$ cat src/rtl/uart_pkg.sv
// Shared UART definitions: receiver state encoding, parity modes and baud divider math.
package uart_pkg;

  typedef enum logic [2:0] {
    ST_IDLE,
    ST_START,
    ST_DATA,
    ST_PARITY,
    ST_STOP
  } rx_state_t;

  localparam int PAR_NONE = 0;
  localparam int PAR_ODD  = 1;
  localparam int PAR_EVEN = 2;

  // Clocks per oversample tick, truncated; common to rx and tx.
  function automatic int uart_div(input int clk_hz, input int baud, input int os);
    return clk_hz / (baud * os);
  endfunction

endpackage

$ cat src/rtl/uart_rx_cfg_if.sv
// Holding-register side of the UART receiver: received frame, status flags and pop handshake.
interface uart_rx_cfg_if #(
  parameter int DATA_BITS = 8
);

  logic [DATA_BITS-1:0] rxOut;
  logic                 rxDone;
  logic                 rxValid;
  logic                 rxReady;
  logic                 rxParityErr;
  logic                 rxFrameErr;
  logic                 rxBreak;
  logic                 rxErr;
  logic                 rxOverrun;

  modport master (
    output rxOut, rxDone, rxValid, rxParityErr, rxFrameErr, rxBreak, rxErr, rxOverrun,
    input  rxReady
  );

  modport slave (
    input  rxOut, rxDone, rxValid, rxParityErr, rxFrameErr, rxBreak, rxErr, rxOverrun,
    output rxReady
  );

endinterface

$ cat src/rtl/uart_baud_tick.sv
// Oversample tick generator: down-counter reloading at terminal count, restartable to re-phase.
module uart_baud_tick #(
  parameter int DIV = 78
) (
  input  logic clk,
  input  logic reset,
  input  logic restart,
  output logic tick
);

  localparam int             CW     = (DIV > 1) ? $clog2(DIV) : 1;
  localparam logic [CW-1:0]  RELOAD = CW'(DIV - 1);

  logic [CW-1:0] cnt;

  always_ff @(posedge clk) begin
    if (!reset) begin
      cnt <= RELOAD;
    end else if (restart || cnt == '0) begin
      cnt <= RELOAD;
    end else begin
      cnt <= cnt - 1'b1;
    end
  end

  assign tick = (cnt == '0) && !restart;

endmodule

$ cat src/rtl/uart_rx_cfg.sv
// Configurable UART receiver: synchroniser, 3-sample majority vote, framing FSM and
// one-entry holding register with valid/ready pop and sticky overrun.
//
//  state     | meaning
//  ST_IDLE   | waiting for a 1->0 edge on an armed, enabled line
//  ST_START  | start bit; majority 1 means false start
//  ST_DATA   | payload bits, LSB first
//  ST_PARITY | optional parity bit
//  ST_STOP   | stop bit(s); frame completes at mid-sample of the last one
module uart_rx_cfg
  import uart_pkg::*;
#(
  parameter int CLOCK_RATE = 12000000,
  parameter int BAUD_RATE  = 9600,
  parameter int OVERSAMPLE = 16,
  parameter int DATA_BITS  = 8,
  parameter int PARITY     = 0,
  parameter int STOP_BITS  = 1
) (
  input  logic          clk,
  input  logic          reset,
  input  logic          rxEn,
  input  logic          rxIn,
  output logic          rxBusy,
  uart_rx_cfg_if.master rx
);

  localparam int DIV = uart_div(CLOCK_RATE, BAUD_RATE, OVERSAMPLE);
  localparam int IW  = $clog2(OVERSAMPLE);
  localparam int BW  = $clog2(DATA_BITS);

  localparam logic [IW-1:0] IDX_S0   = IW'(OVERSAMPLE/2 - 2);
  localparam logic [IW-1:0] IDX_S1   = IW'(OVERSAMPLE/2 - 1);
  localparam logic [IW-1:0] IDX_VOTE = IW'(OVERSAMPLE/2);
  localparam logic [IW-1:0] IDX_LAST = IW'(OVERSAMPLE - 1);

  rx_state_t state, state_nxt;

  logic [1:0]           sync;
  logic                 rx_s;
  logic                 armed;
  logic                 tick;
  logic [IW-1:0]        idx;
  logic                 s0, s1;
  logic [BW-1:0]        bit_cnt;
  logic [DATA_BITS-1:0] shift;
  logic                 par_bit;
  logic                 stop_zero, stop_one;

  logic start_det, vote_now, bit_end, vote, last_data, last_stop, frame_done;
  logic par_err, brk_now;

  logic [DATA_BITS-1:0] out_q;
  logic                 done_q, valid_q, perr_q, ferr_q, brk_q, ovr_q;

  assign rx_s = sync[1];

  uart_baud_tick #(.DIV(DIV)) u_tick (
    .clk     (clk),
    .reset   (reset),
    .restart (start_det),
    .tick    (tick)
  );

  // idx counts ticks elapsed in the current bit, so samples land at OS/2-1, OS/2, OS/2+1 ticks in.
  assign start_det  = (state == ST_IDLE) && rxEn && armed && !rx_s;
  assign vote_now   = tick && (state != ST_IDLE) && (idx == IDX_VOTE);
  assign bit_end    = tick && (state != ST_IDLE) && (idx == IDX_LAST);
  assign vote       = (s0 & s1) | (s0 & rx_s) | (s1 & rx_s);
  assign last_data  = (bit_cnt == BW'(DATA_BITS - 1));
  assign last_stop  = (bit_cnt == BW'(STOP_BITS - 1));
  assign frame_done = rxEn && (state == ST_STOP) && vote_now && last_stop;

  assign par_err = (PARITY != PAR_NONE) &&
                   (par_bit != ((^shift) ^ (PARITY == PAR_ODD)));
  assign brk_now = (shift == '0) && !par_bit && !stop_one && !vote;

  always_ff @(posedge clk) begin
    if (!reset) begin
      state <= ST_IDLE;
    end else begin
      state <= state_nxt;
    end
  end

  always_comb begin
    state_nxt = state;
    if (!rxEn) begin
      state_nxt = ST_IDLE;
    end else begin
      case (state)
        ST_IDLE:   if (start_det) state_nxt = ST_START;
        ST_START: begin
          if (vote_now && vote) state_nxt = ST_IDLE;
          else if (bit_end)     state_nxt = ST_DATA;
        end
        ST_DATA: begin
          if (bit_end && last_data) begin
            if (PARITY != PAR_NONE) state_nxt = ST_PARITY;
            else                    state_nxt = ST_STOP;
          end
        end
        ST_PARITY: if (bit_end)    state_nxt = ST_STOP;
        ST_STOP:   if (frame_done) state_nxt = ST_IDLE;
        default:                   state_nxt = ST_IDLE;
      endcase
    end
  end

  always_ff @(posedge clk) begin
    if (!reset) begin
      sync      <= 2'b11;
      armed     <= 1'b0;
      idx       <= '0;
      s0        <= 1'b0;
      s1        <= 1'b0;
      bit_cnt   <= '0;
      shift     <= '0;
      par_bit   <= 1'b0;
      stop_zero <= 1'b0;
      stop_one  <= 1'b0;
    end else begin
      sync  <= {sync[0], rxIn};
      armed <= (state == ST_IDLE) && rxEn && rx_s;

      if (start_det)    idx <= '0;
      else if (bit_end) idx <= '0;
      else if (tick)    idx <= idx + 1'b1;

      if (tick && idx == IDX_S0) s0 <= rx_s;
      if (tick && idx == IDX_S1) s1 <= rx_s;

      if (state_nxt != state) bit_cnt <= '0;
      else if (bit_end)       bit_cnt <= bit_cnt + 1'b1;

      if (start_det) begin
        par_bit   <= 1'b0;
        stop_zero <= 1'b0;
        stop_one  <= 1'b0;
      end

      if (vote_now) begin
        case (state)
          ST_DATA:   shift   <= {vote, shift[DATA_BITS-1:1]};
          ST_PARITY: par_bit <= vote;
          ST_STOP: begin
            if (vote) stop_one  <= 1'b1;
            else      stop_zero <= 1'b1;
          end
          default: ;
        endcase
      end
    end
  end

  // A load in the same cycle as a pop wins, so the pop is simply not applied.
  always_ff @(posedge clk) begin
    if (!reset) begin
      out_q   <= '0;
      done_q  <= 1'b0;
      valid_q <= 1'b0;
      perr_q  <= 1'b0;
      ferr_q  <= 1'b0;
      brk_q   <= 1'b0;
      ovr_q   <= 1'b0;
    end else begin
      done_q <= frame_done;
      if (frame_done) begin
        out_q   <= shift;
        perr_q  <= par_err;
        ferr_q  <= stop_zero | !vote;
        brk_q   <= brk_now;
        valid_q <= 1'b1;
        if (valid_q && !rx.rxReady) ovr_q <= 1'b1;
      end else if (valid_q && rx.rxReady) begin
        valid_q <= 1'b0;
        perr_q  <= 1'b0;
        ferr_q  <= 1'b0;
        brk_q   <= 1'b0;
      end
      if (!rxEn) ovr_q <= 1'b0;
    end
  end

  assign rxBusy         = (state != ST_IDLE);
  assign rx.rxOut       = out_q;
  assign rx.rxDone      = done_q;
  assign rx.rxValid     = valid_q;
  assign rx.rxParityErr = perr_q;
  assign rx.rxFrameErr  = ferr_q;
  assign rx.rxBreak     = brk_q;
  assign rx.rxErr       = perr_q | ferr_q;
  assign rx.rxOverrun   = ovr_q;

endmodule

$ cat src/flat_wrapper.sv
// flat-port wrapper written by rule: the top's interface ports become plain ports
module uart_rx_cfg_flat import uart_pkg::*;
#(
  parameter int CLOCK_RATE = 12000000,
  parameter int BAUD_RATE  = 9600,
  parameter int OVERSAMPLE = 16,
  parameter int DATA_BITS  = 8,
  parameter int PARITY     = 0,
  parameter int STOP_BITS  = 1
)
  (clk, reset, rxEn, rxIn, rxBusy, rx_rxOut, rx_rxDone, rx_rxValid, rx_rxParityErr, rx_rxFrameErr, rx_rxBreak, rx_rxErr, rx_rxOverrun, rx_rxReady);
  uart_rx_cfg_if #(.DATA_BITS(DATA_BITS)) rx_i ();
  input  logic clk;
  input  logic reset;
  input  logic rxEn;
  input  logic rxIn;
  output logic rxBusy;
  output wire logic [$bits(rx_i.rxOut)-1:0] rx_rxOut;
  output wire logic [$bits(rx_i.rxDone)-1:0] rx_rxDone;
  output wire logic [$bits(rx_i.rxValid)-1:0] rx_rxValid;
  output wire logic [$bits(rx_i.rxParityErr)-1:0] rx_rxParityErr;
  output wire logic [$bits(rx_i.rxFrameErr)-1:0] rx_rxFrameErr;
  output wire logic [$bits(rx_i.rxBreak)-1:0] rx_rxBreak;
  output wire logic [$bits(rx_i.rxErr)-1:0] rx_rxErr;
  output wire logic [$bits(rx_i.rxOverrun)-1:0] rx_rxOverrun;
  input wire logic [$bits(rx_i.rxReady)-1:0] rx_rxReady;
  assign rx_rxOut = rx_i.rxOut;
  assign rx_rxDone = rx_i.rxDone;
  assign rx_rxValid = rx_i.rxValid;
  assign rx_rxParityErr = rx_i.rxParityErr;
  assign rx_rxFrameErr = rx_i.rxFrameErr;
  assign rx_rxBreak = rx_i.rxBreak;
  assign rx_rxErr = rx_i.rxErr;
  assign rx_rxOverrun = rx_i.rxOverrun;
  assign rx_i.rxReady = rx_rxReady;
  uart_rx_cfg #(.CLOCK_RATE(CLOCK_RATE), .BAUD_RATE(BAUD_RATE), .OVERSAMPLE(OVERSAMPLE), .DATA_BITS(DATA_BITS), .PARITY(PARITY), .STOP_BITS(STOP_BITS)) u_core (.clk(clk), .reset(reset), .rxEn(rxEn), .rxIn(rxIn), .rxBusy(rxBusy), .rx(rx_i));
endmodule
$ cat config.mk
export PLATFORM = sky130hd
export DESIGN_NAME = uart_rx_cfg_flat
export DESIGN_NICKNAME = d
export VERILOG_FILES = /design/src/rtl/uart_pkg.sv /design/src/rtl/uart_rx_cfg_if.sv /design/src/rtl/uart_baud_tick.sv /design/src/rtl/uart_rx_cfg.sv /design/src/flat_wrapper.sv
export SDC_FILE = /design/constraint.sdc
export NUM_CORES = 1
export LEC_CHECK = 0
export BUFFER_PORTS_ARGS = -buffer_cell sky130_fd_sc_hd__buf_2
export CAP_MARGIN = 20
export CORE_MARGIN = 3
export CORE_UTILIZATION = 50
export DETAILED_ROUTE_END_ITERATION = 10
export PLACE_DENSITY = 0.69
export SYNTH_ARGS = -nofsm -noshare
export SYNTH_HDL_FRONTEND = slang
export SYNTH_SLANG_ARGS = --single-unit
$ cat constraint.sdc
create_clock -name clk -period 2.3 [get_ports clk]
set_input_delay 0.23 -clock clk [delete_from_list [all_inputs] [get_ports clk]]
set_output_delay 0.23 -clock clk [all_outputs]
set_load 0.02 [all_outputs]
# [After elaboration in Yosys (flattened, before gate mapping)]
# Cells that the tools add are included.
[classes] add_sub_neg=3 mul=0 n_div=0 order_cmp=0 n_eq_ne=10 shifts=0 n_mux=23 bitwise=7 reduce_logical=39
[ops] op="$mux 3" n=7
[ops] op="$logic_and 1x1->1" n=20
[ops] op="$mux 1" n=15
[ops] op="$pmux 3 s5" n=1
[ops] op="$eq 4x3->1 const B" n=2
[ops] op="$eq 4x4->1 const B" n=2
[ops] op="$logic_not 8->1" n=1
[ops] op="$logic_not 7->1" n=1
[ops] op="$sub 7x1->7 const B" n=1
[ops] op="$eq 3x2->1 const B" n=2
[ops] op="$eq 3x3->1 const B" n=2
[ops] op="$logic_not 1->1" n=6
[ops] op="$logic_not 3->1" n=2
[ops] op="$reduce_and 2->1" n=3
[ops] op="$add 4x1->4 const B" n=1
[ops] op="$reduce_or 2->1" n=2
[ops] op="$add 3x1->3 const B" n=1
[ops] op="$and 1x1->1" n=3
[ops] op="$eq 3x1->1 const B" n=1
[ops] op="$ne 3x3->1" n=1
[ops] op="$or 1x1->1" n=3
[ops] op="$reduce_bool 3->1" n=1
[ops] op="$reduce_or 3->1" n=1
[ops] op="$reduce_bool 2->1" n=1
[ops] op="other kinds (2)" n=2
[word_totals] ff_bits=46 latchBits=0 ramBits=0 rom_bits=0 input_bits=5 output_inout_bits=16 elab_cells=100 memories=0

# [Logic depth before layout (Yosys ltp)]
# Gate-level depths: netlist of the first run.
[depth] word_depth=15 mapped_depth=8 mapped_depth_nobuf=6

# [Cells and area by module]
# From an unflattened synthesis of the first run, not the netlist that was laid out.
[unflattened] hier_cells=223 area_unflattened_um2=2105.8
[modules_own_cells] module="uart_rx_cfg" n_inst=1 cells_each=186 area_per_inst_um2=1778.0 seq_area_each_um2=780.7
[modules_own_cells] module="uart_baud_tick" n_inst=1 cells_each=37 area_per_inst_um2=327.8 seq_area_each_um2=140.1

# [Worst setup path before layout of the first run]
# No wires, ideal clock.
[synth_path] kind="register to register" start="reg u_core.u_tick.cnt[0]" end="reg u_core.state[1]" setup_ns=0.086 arrival_time_ns=1.697 required_ns=2.214 path_slack_ns=0.518 path_stages_with_launch=7 n_path_buf=0 period_less_slack_ns=1.782 path_cell_list="dfxtp_1 > inv_1 > ha_1 > nor3b_4 > nand4_2 > or3_1 > a211oi_1"
[synth_between] elab_chain_len=9 word_cells_on_any_way=16 cone_classes="mux (7); reduce/logical (9)"
[synth_rtl] item="start, declared" line_no="uart_baud_tick.sv:14" rtl="logic [CW-1:0] cnt;"
[synth_rtl] item="start signal, assigned" line_no="uart_baud_tick.sv:22" rtl="cnt <= cnt - 1'b1;"
[synth_rtl] item="$logic_not 7->1 *" line_no="uart_baud_tick.sv:26" rtl="assign tick = (cnt == '0) && !restart;"
[synth_rtl] item="$logic_and 1x1->1 *" line_no="uart_baud_tick.sv:26"
[synth_rtl] item="$logic_and 1x1->1 *" line_no="uart_rx_cfg.sv:67, uart_rx_cfg.sv:68"
[synth_rtl] item="$logic_and 1x1->1" line_no="uart_rx_cfg.sv:67" rtl="assign vote_now = tick && (state != ST_IDLE) && (idx == IDX_VOTE);"
[synth_rtl] item="$logic_and 1x1->1 (2 in series)" line_no="uart_rx_cfg.sv:72" rtl="assign frame_done = rxEn && (state == ST_STOP) && vote_now && last_stop;"
[synth_rtl] item="$mux 3" line_no="uart_rx_cfg.sv:104" rtl="ST_STOP: if (frame_done) state_nxt = ST_IDLE;"
[synth_rtl] item="$pmux 3 s5 *" line_no="uart_rx_cfg.sv:91" rtl="case (state)"
[synth_rtl] item="$mux 3 *" line_no="uart_rx_cfg.sv:88" rtl="if (!rxEn) begin"
[synth_rtl] item="end signal, assigned" line_no="uart_rx_cfg.sv:82" rtl="state <= state_nxt;"
[synth_rtl] item="end, declared" line_no="uart_rx_cfg.sv:37" rtl="rx_state_t state, state_nxt;"
# Mark *: on every way between the ends. The rest lies on a longest branch, timed or not.
# A chain may end at the register's enable or synchronous reset.

# [Worst setup path after layout of the first run]
# Ends and elaborated chain as after synthesis.

==> summary.md, run 1 <==
| Metric | Value |
|---|---|
| Status | `finished clean` |
| Max-slew violation count | `0` |
| CTS Buf Count | `5` |
| Synth top area cells | `dfxtp_1, a21oi_1, o21ai_0` |
| Clk Latency, worst-skew pair | `0.30 ns` |
| CTS max path bufs | `2` |
| Slew @ Worst Pin | `0.7123 ns` |
| Root buffer cell | `clkbuf_8` |
| Depth of the worst hold-timing path | `2` |
| Crit path kind | `reg2reg` |
| Total negative slack | `0 ns` |
| Placed Area | `2268 um2` |
| CP Max Fanout | `10` |
| Ys Warns | `0` |
| Number of flops mapped to enable cells by yosys | `0` |
| First-pass iteration count of the detailed router | `4` |
| Final WL | `4554 um` |
| Std cell rows | `23` |
| Area grow syn2layout | `13.49%` |
| Layout cells sized above 1 | `15.53%` |
| WHS Endpoint | `u_core.sync[0]` |
| Synthesized instance count | `243` |
| First-pass GRT wire length | `8004 um` |
| Min cycle time layout | `1.993 ns` |
| HPWL Detailed | `3238 um` |
| Register area share after synthesis | `43.35%` |
| H-tree levels | `2` |
| CTS tree | `done` |
| Peak VDD IR | `347.8 uV` |
| GRT Util Overall | `19.49%` |
| Min-delay src | `rxIn` |
| Mean Syn Cell Area | `8.743 um2` |
| CTS clk-pin slew, worst paths | `0.08 ns` |
| Most frequent cell after synthesis | `dfxtp_1` |
| Type of the most critical hold path | `in2reg` |
| Post_cts resized | `0` |
| DRT iter0 DRCs | `131` |
| Initial Util | `52.36%` |
| Initial antenna violation count | `0` |
| Distinct cells, synth | `44` |
| Io pins | `21` |
| Hold Vio Cnt, Final | `0` |
| Design Area, Final | `2411 um2` |
| Setup violations, final | `0` |
| CTS Hold Bufs | `0` |
| Yosys top cell by area | `dfxtp_1` |
| Power density over cell area | `666.7 nW/um2` |
| Vias per inst | `5.717` |
| R2r worst-path depth | `6` |
| Tcrit/Tclk final | `86.66%` |
| Pwr Total | `1.607 mW` |
| Routability cong. | `0.8578` |
| Gr ovfl total | `0` |
| Pin count of the biggest net entering global routing | `22` |
| Max Clock Skew | `0.008888 ns` |
| Synth top area share | `43.35%` |
| Setup bufs post-CTS | `0` |
| FF-to-FF End | `u_core.state[1]` |
| Crit path DAT | `2.21 ns` |
| Startpoint Class | `register` |
| Remaining DRCs | `0` |
| Die X | `71.19 um` |
| Max Freq | `501.7 MHz` |
| Fin nets | `275` |
| DIE AREA | `5067 um2` |
| Crit end category | `register` |
| P_leak | `0.9540 nW` |
| Vias in the first global route | `1689` |
| Wirelength per Cell | `14.50 um` |
| RSZ-0062 raised after global routing | `no` |
| Die Ht | `71.19 um` |
| Vias | `1795` |
| Reg-to-Reg Start | `u_core.u_tick.cnt[0]` |
| Core Region | `4058 um2` |
| Fillers | `377` |
| Ant. Diodes | `0` |
| Fraction of registers with async set/reset | `0%` |
| Most frequent cells after synthesis | `dfxtp_1, a21oi_1, o21ai_0, nand2_1, nand4_1` |
| Mapped Area | `2125 um2` |
| Syn_nets | `255` |
| Seq cells post-synth | `46` |
| Max-Cap Viols | `0` |
| Critical path required time | `2.52 ns` |
| Port Buffers | `19` |
| Slew Limit Headroom | `52.34%` |
| Routed Antenna Nets | `0` |
| Most used DFF post-synth | `dfxtp_1` |
| Clock Sinks | `46` |
| R2r setup slk | `0.31 ns` |
[cells in the final DEF (no fill, tap or decap), drive strengths merged, types with 2 or more instances in the layout]
master  Yosys  layout
a211oi      5       5
a21o        2       2
a21oi      23      23
and2        2       2
buf         5      28
bufinv      0       2
clkbuf     10       6
dfxtp      46      46
ha          7       7
inv         9       9
mux2i       4       4
nand2      20      20
nand2b      4       4
nand3       8       8
nand4      19      19
nor2        9       9
nor2b       2       2
nor3        7       7
nor3b       3       3
nor4        4       4
nor4b       3       3
o211a       2       2
o21a        2       2
o21ai      23      23
o31ai       2       2
or3         4       4
xnor2       5       5
xor2        2       2
[final cells by class]
| class | instances | area [um2] | area share [%] |
|---|---|---|---|
| Tap cell | 50 | 62.56 | 2.595 |
| Sequential cell | 46 | 920.9 | 38.19 |
| Multi-Input combinational cell | 173 | 1089 | 45.15 |
| Inverter | 9 | 33.78 | 1.401 |
| Clock inverter | 2 | 60.06 | 2.491 |
| Clock buffer | 6 | 82.58 | 3.425 |
| Timing Repair Buffer | 28 | 162.7 | 6.746 |
[state kept, by name, indices dropped and copies added, names as in the netlist]
register / cells
u_core.armed: 1
u_core.rx.rxBreak: 1
u_core.idx: 4
u_core.rx.rxDone: 1
u_core.rx.rxFrameErr: 1
u_core.par_bit: 1
u_core.rx.rxValid: 1
u_core.shift: 8
u_core.state: 3
u_core.s1: 1
u_core.s0: 1
u_core.u_tick.cnt: 7
u_core.stop_one: 1
u_core.rx.rxOverrun: 1
u_core.bit_cnt: 3
u_core.rx.rxOut: 8
u_core.sync: 2
u_core.stop_zero: 1
[worst max path at each step]
stage                                     from                end  depth (start not counted)  slack (ns)
after floorplan           u_core.u_tick.cnt[0]    u_core.state[1]                          6        0.52
after global placement    u_core.u_tick.cnt[0]    u_core.state[1]                          6        0.35
after detailed placement  u_core.u_tick.cnt[0]    u_core.state[1]                          6        0.32
after CTS                 u_core.u_tick.cnt[0]    u_core.state[1]                          6        0.30
after global routing      u_core.u_tick.cnt[0]  u_core.bit_cnt[0]                          6        0.13
final                     u_core.u_tick.cnt[0]    u_core.state[1]                          6        0.31
[power by group]
group / switching [mW] / total (mW) / internal (mW)
registers: 0.00910 / 0.815 / 0.805
clock network: 0.267 / 0.731 / 0.463
logic: 0.0402 / 0.0620 / 0.0219
[worst max-delay path: stages (launching register included)]
cell and delay (ns):
dfxtp_1 0.32, inv_1 0.05, ha_1 0.20, nor3b_4 0.44
nand4_2 0.31, or3_1 0.38, a211oi_1 0.22
[through the flow]
step	util (%)	hold WS [ns]	cells	worst slack, ns
2_1_floorplan	-	0.3315	243	0.5178
3_3_place_gp	55.91	0.3765	306	0.3521
3_5_place_dp	55.91	0.3899	306	0.3156
4_1_cts	59.42	0.1117	314	0.3004
5_1_grt	59.42	0.1148	314	0.1254
6_report	59.42	0.1171	314	0.3068
[cell families after synthesis]
logic type	Yosys count	synth area share (%)
buffers and inverters	24	5.417
flip-flops	46	43.34
AO/OA/AOI/OAI	63	17.31
AND/OR/NAND/NOR	90	24.38
multiplexers	4	1.885
XOR/XNOR	7	2.886
other	1	0.1765
adder cells (fa/ha/maj)	8	4.593
[per-layer routing]
layer	share of wire, %	wire length, um	global-route usage (%)
met5	0	0	0
met4	1.4	62	6.889
met3	5.7	261	2.983
met2	45	2038	28.27
met1	48	2191	29.19
(Power assumes the default switching activity.)
==> run 2: changes to the inputs <==
==> constraint.sdc (replaced) <==
create_clock -name clk -period 2.25 [get_ports clk]
set_input_delay 0.225 -clock clk [delete_from_list [all_inputs] [get_ports clk]]
set_output_delay 0.225 -clock clk [all_outputs]
set_load 0.02 [all_outputs]
==> run 2 against run 1 <==
  * Clock power is 18% lower
  * Core utilization fell by 0.65 points
  * Flip-flop and latch count is the same
  * First-iteration DRC count is 9.2% higher
==> summary.md, run 2 (same netlist as run 1, synthesis figures left out) <==
| Metric | Value |
|---|---|
| Routability cong. | `0.7816` |
| Max-Cap Viols | `0` |
| Die X | `71.19 um` |
| Max Clock Skew | `0.01141 ns` |
| Area grow syn2layout | `12.25%` |
| Type of the most critical hold path | `in2reg` |
| Crit end category | `register` |
| RSZ-0062 raised after global routing | `no` |
| Post_cts resized | `0` |
| Tcrit/Tclk final | `86.52%` |
| Die Ht | `71.19 um` |
| Clk Latency, worst-skew pair | `0.30 ns` |
| Hold Vio Cnt, Final | `0` |
| Depth of the worst hold-timing path | `2` |
| Max Freq | `513.7 MHz` |
| Io pins | `21` |
| Initial antenna violation count | `0` |
| Ant. Diodes | `0` |
| HPWL Detailed | `3120 um` |
| CTS clk-pin slew, worst paths | `0.08 ns` |
| Vias | `1772` |
| Reg-to-Reg Start | `u_core.u_tick.cnt[0]` |
| Gr ovfl total | `0` |
| P_leak | `0.9453 nW` |
| Port Buffers | `19` |
| Crit path DAT | `2.16 ns` |
| Final core occ | `58.77%` |
| CTS max path bufs | `2` |
| Wirelength per Cell | `14.31 um` |
| Min cycle time layout | `1.947 ns` |
| Vias in the first global route | `1588` |
| DIE AREA | `5067 um2` |
| Routed Antenna Nets | `0` |
| CTS Hold Bufs | `0` |
| Hold WS | `0.1109 ns` |
| First-pass GRT wire length | `7859 um` |
| Commonest cells after routing, fill and taps aside | `dfxtp_1, o21ai_0, a21oi_1, nand2_1, buf_2` |
| Clock Sinks | `46` |
| Power density over cell area | `629.2 nW/um2` |
| Std cell rows | `23` |
| Peak VDD IR | `439.1 uV` |
| Setup bufs post-CTS | `0` |
| Remaining DRCs | `0` |
| Critical path required time | `2.46 ns` |
| CTS tree | `done` |
| CP Max Fanout | `8` |
| Max-slew violation count | `0` |
| Root buffer cell | `clkbuf_8` |
| Crit path kind | `reg2reg` |
| Setup violations, final | `0` |
| Pin count of the biggest net entering global routing | `22` |
| Initial Util | `52.36%` |
| Cells after DPL | `307` |
| Status | `finished clean` |
| Final WL | `4507 um` |
| GRT Util Overall | `19.25%` |
| DRT iter0 DRCs | `143` |
| Layout cells sized above 1 | `15.85%` |
| First-pass iteration count of the detailed router | `4` |
| FF-to-FF End | `u_core.state[1]` |
| H-tree levels | `2` |
| Startpoint Class | `register` |
| Slew @ Worst Pin | `0.5079 ns` |
| CTS Buf Count | `5` |
| Commonest non-fill, non-tap cell in the layout | `dfxtp_1` |
| Vias per inst | `5.625` |
| Non-Filler Instances | `315` |
| R2r worst-path depth | `6` |
| WHS Endpoint | `u_core.sync[0]` |
| Total negative slack | `0 ns` |
| Fin nets | `276` |
| R2r setup slk | `0.30 ns` |
| Min-delay src | `rxIn` |
| Slew Limit Headroom | `65.78%` |
| Core Region | `4058 um2` |
## run 2: final cells by class
cell class                      instances  area (um2)
Clock buffer                            5       68.82
Clock inverter                          3       40.04
Fill cell                             376        1673
Inverter                                9       33.78
Multi-Input combinational cell        173        1089
Sequential cell                        46       920.9
Tap cell                               50       62.56
Timing Repair Buffer                   29       170.2
## run 2: metal layers
layer | share of wire (%) | global-route usage [%]
met2 | 43 | 27.04
met3 | 4.3 | 4.830
met5 | 0 | 0
met1 | 51 | 29.47
met4 | 1.4 | 4.384
## run 2: per-stage QoR
stage / setup WS (ns) / instance area, um2 / power [mW]
2_1_floorplan: 0.4678 / 2125 / 0.8959
5_1_grt: 0.1198 / 2385 / 1.559
6_report: 0.3034 / 2385 / 1.501
4_1_cts: 0.3185 / 2385 / 1.509
3_5_place_dp: 0.3405 / 2276 / 0.9157
3_3_place_gp: 0.3769 / 2276 / 0.9154
## run 2: where the power goes
| part | total, mW | internal, mW | switching (mW) |
|---|---|---|---|
| Sequential | 0.833 | 0.823 | 0.00939 |
| Clock | 0.603 | 0.327 | 0.276 |
| Combinational | 0.0644 | 0.0237 | 0.0407 |
## run 2: worst max path at each step
stage | from | endpoint | depth (start not counted)
floorplan | u_core.u_tick.cnt[0] | u_core.state[1] | 6
global placement | u_core.u_tick.cnt[0] | u_core.state[1] | 6
detailed placement | u_core.u_tick.cnt[0] | u_core.state[1] | 6
CTS | u_core.u_tick.cnt[0] | u_core.state[1] | 6
global route | u_core.u_tick.cnt[0] | u_core.state[1] | 6
finish | u_core.u_tick.cnt[0] | u_core.state[1] | 6
## run 2: worst max-delay path, cell delays in order, from the launching register on
cell,delay [ns]
dfxtp_1,0.32
inv_1,0.06
ha_1,0.19
nor3b_4,0.35
nand4_2,0.32
or3_1,0.39
a211oi_1,0.23
==> run 3: changes to the inputs <==
==> constraint.sdc (replaced) <==
create_clock -name clk -period 2.25 [get_ports clk]
set_input_delay 0.45 -clock clk [delete_from_list [all_inputs] [get_ports clk]]
set_output_delay 0.45 -clock clk [all_outputs]
set_load 0.02 [all_outputs]
==> run 3 against run 2 <==
  * Non-clock buffer count stayed put
  * Sequential power about the same
  * Register-to-register slack improved by 0.05 ns
  * Clock skew decreased by 0.00099 ns
  * Critical path depth up 1
  * Via count is 1.4% higher
  * Flip-flop and latch count unchanged
  * Critical endpoint is now u_core.shift[6]
  * Highest routed layer unchanged
==> summary.md, run 3 (same netlist as run 1, synthesis figures left out) <==
| Metric | Value |
|---|---|
| P_leak | `0.9446 nW` |
| Status | `finished clean` |
| Setup violations, final | `0` |
| CTS Buf Count | `5` |
| DIE AREA | `5067 um2` |
| GRT Util Overall | `18.89%` |
| Die Ht | `71.19 um` |
| Root buffer cell | `clkbuf_8` |
| Pin count of the biggest net entering global routing | `22` |
| Startpoint Class | `register` |
| Io pins | `21` |
| CP Max Fanout | `11` |
| Final WL | `4505 um` |
| Max Freq | `526.8 MHz` |
| Crit path kind | `reg2reg` |
| CTS max path bufs | `2` |
| Crit path DAT | `2.13 ns` |
| Port Buffers | `19` |
| Initial antenna violation count | `0` |
| Max-Cap Viols | `0` |
| Proportion of power drawn by combinational gates | `4.4%` |
| Max-slew violation count | `0` |
| Routability cong. | `0.7739` |
| Slew Limit Headroom | `60.88%` |
| First-pass GRT wire length | `7714 um` |
| Tcrit/Tclk final | `84.37%` |
| Std cell rows | `23` |
| Max Clock Skew | `0.01042 ns` |
| Routed Antenna Nets | `0` |
| Peak VDD IR | `376.6 uV` |
| Clock Sinks | `46` |
| Switch share | `20.92%` |
| Hold WS | `0.3412 ns` |
| CTS clk-pin slew, worst paths | `0.08 ns` |
| Die X | `71.19 um` |
| Pwr Total | `1.521 mW` |
| Fin nets | `276` |
| First-pass iteration count of the detailed router | `4` |
| Initial Util | `52.36%` |
| Clock power share | `40.9%` |
| Power density over cell area | `636.8 nW/um2` |
| Switch Pwr | `0.3181 mW` |
| Vias in the first global route | `1606` |
| Min cycle time layout | `1.898 ns` |
| Post_cts resized | `0` |
| Critical path required time | `2.48 ns` |
| Remaining DRCs | `0` |
| Non-Filler Instances | `314` |
| Core Region | `4058 um2` |
| Cells after DPL | `307` |
| Total negative slack | `0 ns` |
| Crit end category | `register` |
| Area grow syn2layout | `12.43%` |
| H-tree levels | `2` |
| Type of the most critical hold path | `in2reg` |
| Ant. Diodes | `0` |
| RSZ-0062 raised after global routing | `no` |
| Gr ovfl total | `0` |
| Layout cells sized above 1 | `15.53%` |
| DRT iter0 DRCs | `111` |
| Fillers | `376` |
| Slew @ Worst Pin | `0.5868 ns` |
| HPWL Detailed | `3175 um` |
| Commonest cells after routing, fill and taps aside | `dfxtp_1, o21ai_0, a21oi_1, nand2_1, buf_2` |
| Hold Vio Cnt, Final | `0` |
| Clk Latency, worst-skew pair | `0.30 ns` |
| Sequential power share | `54.7%` |
| Vias per inst | `5.720` |
| CTS Hold Bufs | `0` |
| Wirelength per Cell | `14.35 um` |
| Setup bufs post-CTS | `0` |
| Commonest non-fill, non-tap cell in the layout | `dfxtp_1` |
| Int Pwr | `1.203 mW` |
| CTS tree | `done` |
| Vias | `1796` |
-- run 3: layout make-up --
type / count / area, um2 / area share (%)
Multi-Input combinational cell: 173 / 1089 / 45.57
Inverter: 9 / 33.78 / 1.414
Sequential cell: 46 / 920.9 / 38.55
Timing Repair Buffer: 29 / 170.2 / 7.124
Clock inverter: 1 / 30.03 / 1.257
Clock buffer: 6 / 82.58 / 3.457
Tap cell: 50 / 62.56 / 2.619
-- run 3: power groups by stage --
stage | combinational (mW) | clock, mW | sequential [mW]
final | 0.0666 | 0.622 | 0.832
after global placement | 0.0637 | 0 | 0.851
after CTS | 0.0672 | 0.633 | 0.832
after global routing | 0.0750 | 0.655 | 0.834
after detailed placement | 0.0641 | 0 | 0.852
after floorplan | 0.0457 | 0 | 0.850
-- run 3: path summary, 6_finish.rpt --
path,slack (ns),cells past startpoint,end,from
max,0.35,7,u_core.shift[6],u_core.u_tick.cnt[0]
max reg2reg,0.35,7,u_core.shift[6],u_core.u_tick.cnt[0]
min reg2reg,0.40,1,u_core.u_tick.cnt[0],u_core.u_tick.cnt[0]
min,0.34,2,u_core.sync[0],rxIn
-- run 3: critical path, stage by stage (launching register included) --
cell     delay (ns)
dfxtp_1        0.32
inv_1          0.06
ha_1           0.20
nor3b_4        0.32
and4_1         0.42
buf_4          0.23
nand4_1        0.11
a21oi_1        0.17
-- run 3: metal layers --
metal / track usage (%) / share of wire (%)
met1: 27.14 / 49
met2: 29.08 / 44
met3: 3.977 / 5.7
met4: 4.384 / 0.98
met5: 0 / 0
-- run 3: stage by stage --
step	setup slack [ns]	util (%)	area (um2)
final	0.3518	58.87	2389
after global routing	0.1013	58.87	2389
after CTS	0.3382	58.87	2389
after detailed placement	0.3895	56.09	2276
after global placement	0.3941	56.09	2276
after floorplan	0.4678	-	2125
